--- src/rtl/input_cmd_arbiter.sv ---
// Frame-sampled button/gravity command arbiter feeding the grid controller.
// Optional DAS auto-repeat for Left/Right/Down is built when AUTO_REPEAT_EN is defined.
//
// state | meaning
// IDLE  | no command offered; loads a pending user (priority) or gravity request
// ISSUE | cmd_valid high, cmd held until cmd_ready
module input_cmd_arbiter #(
  parameter int DAS_DELAY = 16,
  parameter int DAS_RATE  = 6,
  parameter int CNT_W     = 6
) (
  input  logic             clk,
  input  logic             reset,
  input  logic             frame_tick,
  input  logic [3:0]       button_code,
  input  logic [CNT_W-1:0] drop_period,
  input  logic             cmd_ready,
  output logic             cmd_valid,
  output logic [2:0]       cmd,
  output logic             paused
);

  localparam logic [2:0] CMD_GRAVITY   = 3'd6;
  localparam logic [2:0] CMD_HARD_DROP = 3'd7;
  localparam logic [3:0] CODE_START    = 4'd4;

  typedef enum logic {IDLE, ISSUE} state_t;

  state_t           state_q, state_d;
  logic [3:0]       prev_code;
  logic             user_pend, grav_pend;
  logic [2:0]       user_cmd;
  logic [CNT_W-1:0] grav_cnt;

  logic [3:0]       code_s;
  logic             new_press, start_press, active_tick;
  logic [2:0]       press_cmd;
  logic             user_req, das_fire;
  logic             accept, hard_accept;
  logic [CNT_W-1:0] period_eff;
  logic [CNT_W:0]   grav_next;
  logic             grav_hit;
  logic             load_user, load_grav;

  function automatic logic [2:0] map_code(input logic [3:0] code);
    case (code)
      4'd1:    map_code = 3'd3;
      4'd2:    map_code = 3'd4;
      4'd5:    map_code = 3'd7;
      4'd6:    map_code = 3'd5;
      4'd7:    map_code = 3'd1;
      4'd8:    map_code = 3'd2;
      default: map_code = 3'd0;
    endcase
  endfunction

  // Codes 9-15 fold to "none" so they also count as a release for press detection.
  assign code_s      = (button_code > 4'd8) ? 4'd0 : button_code;
  assign new_press   = frame_tick && (code_s != 4'd0) && (code_s != prev_code);
  assign start_press = new_press && (code_s == CODE_START);
  assign active_tick = frame_tick && !paused;
  assign press_cmd   = map_code(code_s);
  assign user_req    = active_tick && ((new_press && (press_cmd != 3'd0)) || das_fire);

  assign accept      = cmd_valid && cmd_ready;
  assign hard_accept = accept && (cmd == CMD_HARD_DROP);

  assign period_eff  = (drop_period == '0) ? CNT_W'(1) : drop_period;
  assign grav_next   = {1'b0, grav_cnt} + (CNT_W+1)'(1);
  assign grav_hit    = grav_next >= {1'b0, period_eff};

`ifdef AUTO_REPEAT_EN
  logic [CNT_W-1:0] das_cnt;
  logic             repeatable, held;

  assign repeatable = (code_s == 4'd6) || (code_s == 4'd7) || (code_s == 4'd8);
  assign held       = frame_tick && repeatable && (code_s == prev_code);
  assign das_fire   = held && ((das_cnt + CNT_W'(1)) == CNT_W'(DAS_DELAY));

  // Reloading to DAS_DELAY-DAS_RATE makes the next fire land DAS_RATE ticks later.
  always_ff @(posedge clk) begin
    if (reset) begin
      das_cnt <= '0;
    end else if (active_tick) begin
      if (new_press && repeatable)
        das_cnt <= CNT_W'(1);
      else if (held)
        das_cnt <= das_fire ? CNT_W'(DAS_DELAY - DAS_RATE) : das_cnt + CNT_W'(1);
      else
        das_cnt <= '0;
    end
  end
`else
  assign das_fire = 1'b0;
`endif

  always_comb begin
    state_d   = state_q;
    load_user = 1'b0;
    load_grav = 1'b0;
    case (state_q)
      IDLE: begin
        if (!paused) begin
          if (user_pend) begin
            load_user = 1'b1;
            state_d   = ISSUE;
          end else if (grav_pend) begin
            load_grav = 1'b1;
            state_d   = ISSUE;
          end
        end
      end
      ISSUE: begin
        if (cmd_ready) state_d = IDLE;
      end
      default: state_d = IDLE;
    endcase
  end

  assign cmd_valid = (state_q == ISSUE);

  always_ff @(posedge clk) begin
    if (reset) begin
      state_q   <= IDLE;
      cmd       <= 3'd0;
      paused    <= 1'b0;
      prev_code <= 4'd0;
      user_pend <= 1'b0;
      user_cmd  <= 3'd0;
      grav_pend <= 1'b0;
      grav_cnt  <= '0;
    end else begin
      state_q <= state_d;

      if (load_user)      cmd <= user_cmd;
      else if (load_grav) cmd <= CMD_GRAVITY;

      if (frame_tick)  prev_code <= code_s;
      if (start_press) paused    <= !paused;

      // A fresh request overrides the clear from loading, so a newer press is never lost.
      if (paused) begin
        user_pend <= 1'b0;
      end else if (user_req) begin
        user_pend <= 1'b1;
        user_cmd  <= press_cmd;
      end else if (load_user) begin
        user_pend <= 1'b0;
      end

      if (hard_accept)      grav_cnt <= '0;
      else if (active_tick) grav_cnt <= grav_hit ? '0 : grav_next[CNT_W-1:0];

      if (paused || hard_accept)     grav_pend <= 1'b0;
      else if (active_tick && grav_hit) grav_pend <= 1'b1;
      else if (load_grav)            grav_pend <= 1'b0;
    end
  end

endmodule

--- config.mk ---
export PLATFORM = sky130hd
export DESIGN_NAME = input_cmd_arbiter
export DESIGN_NICKNAME = d
export VERILOG_FILES = /design/src/rtl/input_cmd_arbiter.sv
export SDC_FILE = /design/constraint.sdc
export NUM_CORES = 1
export LEC_CHECK = 0
export ABC_CLOCK_PERIOD_IN_PS = 2300
export CELL_PAD_IN_SITES_DETAIL_PLACEMENT = 1
export CELL_PAD_IN_SITES_GLOBAL_PLACEMENT = 2
export CORE_MARGIN = 2
export CORE_UTILIZATION = 32
export DETAILED_ROUTE_END_ITERATION = 8
export GPL_TIMING_DRIVEN = 0
export PLACE_DENSITY_LB_ADDON = 0.15
export REMOVE_ABC_BUFFERS = 1
export SYNTH_ARGS = -nofsm -noshare
export SYNTH_HDL_FRONTEND = slang
export SYNTH_SLANG_ARGS = --single-unit
export TNS_END_PERCENT = 30
--- constraint.sdc ---
create_clock -name clk -period 2.3 [get_ports clk]
set_input_delay 0.46 -clock clk [delete_from_list [all_inputs] [get_ports clk]]
set_output_delay 0.46 -clock clk [all_outputs]
set_load 0.02 [all_outputs]
==> flow_summary.json <==
{
  "skew_ps": 6.80,
  "area_growth_pct": 25.4,
  "async_flop_share_pct": 0,
  "p_leak_nw": 0.650,
  "gp_congestion": 0.838,
  "critPathArrivalTime_ps": 2380,
  "grt_pass1_wl_um": 5530,
  "antenna_found_initial": 0,
  "synth-seq-cells": 20,
  "cts_tree": "done",
  "rows": 23,
  "clk_latency_ps": 260,
  "io_pins": 19,
  "antenna_cells": 0,
  "synth_largest_area_cell": "dfxtp_1",
  "worstSetupStartpointType": "input port",
  "drive_above_1_share_pct": 13.9,
  "synth_area_leaders": "dfxtp_1 (31%), ha_1 (6.8%), a21oi_1 (3.9%)",
  "die_y_um": 67.3,
  "syn_area_per_cell_um2": 8.55,
  "finalSetupViolations": 0,
  "grt_overflow": 0,
  "crit_path_max_fanout": 12,
  "cp-end-kind": "register",
  "hold_viol": 0,
  "synth_edf_count": 0,
  "synth_top_area_share_pct": 31.2,
  "die_w_um": 67.3,
  "relSlewSlack_pct": 58.4,
  "final_antenna_net_count": 0,
  "worst_pin_slew_ps": 622,
  "drv_cap": 0,
  "grt_max_degree": 19,
  "grt_usage_pct": 15.9,
  "first_pass_iters": 4,
  "critPathSlowestCell": "or4b_1",
  "synthFlopType": "dfxtp_1",
  "hold_class": "register to register",
  "synth.top_cells.by_count": "dfxtp_1 (20), nor2_1 (11), a21oi_1 (10), inv_1 (9)",
  "grt_pass1_vias": 1203,
  "cts_root_buffer": "clkbuf_8",
  "cts.sinks": 20,
  "path_clk_slew_ps": 90,
  "dp_worst_setup_slack_ps": -497,
  "clock_path_buffers": 2,
  "vias": 1124,
  "worst_ir_drop_vdd_uv": 246,
  "cts_buffers": 3,
  "dp_hpwl_um": 2390,
  "synth_cell_types": 42,
  "rsz0062_at_grt": "yes",
  "vias_per_cell": 5.20,
  "fin_crit_ps": 2220,
  "drc": 0,
  "core_mm2": 0.00391,
  "layout_setup_ws_ps": 79.5,
  "outcome": "completed",
  "die-area_mm2": 0.00453,
  "synth.most_common_cell": "dfxtp_1",
  "portBuffers": 18,
  "synth_warnings": 0,
  "seq_area_frac_synth_pct": 31.2,
  "wl_per_cell_um": 14.6,
  "cts_max_level": 1,
  "clock.fmax_mhz": 450,
  "path_cells": "dlygate4sd2_1 > nand2b_2 > or4b_1 > a32o_2 > o211ai_4 > mux2_4",
  "initial_utilization_pct": 32.8,
  "syn-instance-count": 150,
  "slew_viol_final": 0,
  "powerDensity_mw_per_mm2": 544,
  "drt_iter0_drc": 18,
  "worstSetupPathType": "input port to register",
  "syn_area_mm2": 0.00128,
  "finalWirelength_um": 3150,
  "fill_cells": 488,
  "fin_total_pwr_mw": 0.874,
  "cp.required_ps": 2460,
  "num-nets-final": 188,
  "slowest_delay_ps": 490,
  "finalCritPeriodShare_pct": 96.5
}
## logic make-up after synthesis
family / synth area share, %
compound gates: 20.1
xor+xnor: 4.10
fa+ha+maj: 6.83
buf+inv: 5.76
flops: 31.2
mux: 6.24
simple gates: 25.8
## worst paths after layout
kind | endpoint | slack (ps) | cells after the start | start
min reg2reg | grav_cnt[5]$_SDFFE_PP0P_ | 510 | 2 | grav_cnt[5]$_SDFFE_PP0P_
max reg2reg | grav_cnt[2]$_SDFFE_PP0P_ | 180 | 8 | grav_cnt[1]$_SDFFE_PP0P_
min | grav_cnt[5]$_SDFFE_PP0P_ | 510 | 2 | grav_cnt[5]$_SDFFE_PP0P_
max | user_cmd[0]$_SDFFE_PP0P_ | 80 | 6 | button_code[0]
## area by class of cell
type	count	area (um2)	area share, %
Sequential cell	20	403	25.1
Clock buffer	3	41.3	2.57
Clock inverter	1	30.0	1.87
Multi-Input combinational cell	113	841	52.3
Timing Repair Buffer	20	196	12.2
Tap cell	50	62.6	3.89
Inverter	9	33.8	2.10
## routing by layer
layer,GRT usage [%],wire (um),part of all wire (%),vias up
met2,29.0,1600,51,13
met1,19.1,1440,46,536
li1,-,-,-,573
met5,0,0,0,-
met4,4.59,19,0.60,0
met3,2.33,92,2.9,2
## critical path: cells and delay by family
kind | cells | cell delay [ps]
buffers and inverters | 1 | 390
AO/OA/AOI/OAI | 2 | 430
AND/OR/NAND/NOR | 2 | 770
multiplexers | 1 | 330
## layout by cell type, fill, tap and decap left out, types with 2 or more instances in the layout
master,synthesis,layout
a211oi_2,0,2
a21oi_1,10,10
a32o_1,3,3
a32oi_1,2,2
buf_4,0,2
clkbuf_8,0,3
clkdlybuf4s50_1,0,15
dfxtp_1,20,18
dfxtp_2,0,2
ha_1,7,6
inv_1,9,9
mux2_4,2,2
mux2i_1,5,5
nand2_1,7,7
nand2b_1,7,7
nand3_1,8,8
nand3b_1,2,2
nor2_1,11,11
nor2b_1,4,4
nor3_1,8,8
nor4b_4,1,2
o21ai_0,8,5
o21ai_1,0,2
o22ai_1,2,2
or2_2,2,2
xnor2_1,4,3
xor2_1,2,2
## through the flow
stage          TNS, ps  util (%)  hold WS [ps]  area, um2  instances
5_1_grt          -21.4      41.1           543       1610        216
4_1_cts          -46.5      39.9           495       1560        214
6_report             0      41.1           509       1610        216
3_5_place_dp     -3220      37.9           482       1490        210
3_3_place_gp     -3180      37.9           468       1490        210
2_1_floorplan        0         -           451       1240        142
## flip-flops by register name, indices dropped and copies added, names as in the netlist
register   count
paused         1
cmd            3
cmd_valid      1
prev_code      4
user_cmd       3
user_pend      1
grav_cnt       6
grav_pend      1
## power breakdown
group	total [mW]	leakage, nW	internal, mW	switching (mW)
Clock	0.361	0.0357	0.232	0.129
Combinational	0.145	0.452	0.0706	0.0740
Sequential	0.368	0.163	0.357	0.0116
Total	0.874	0.650	0.660	0.214
## what timing repair did
action / in CTS / in global routing
hold endpoints to repair: 0 / 0
setup endpoints to repair: 5 / 8
resized for setup: 3 / 12
pin swaps: 0 / 1
buffers inserted: 0 / 2
hold buffers: 0 / 0
No activity file was read; power rests on OpenSTA's default activity.
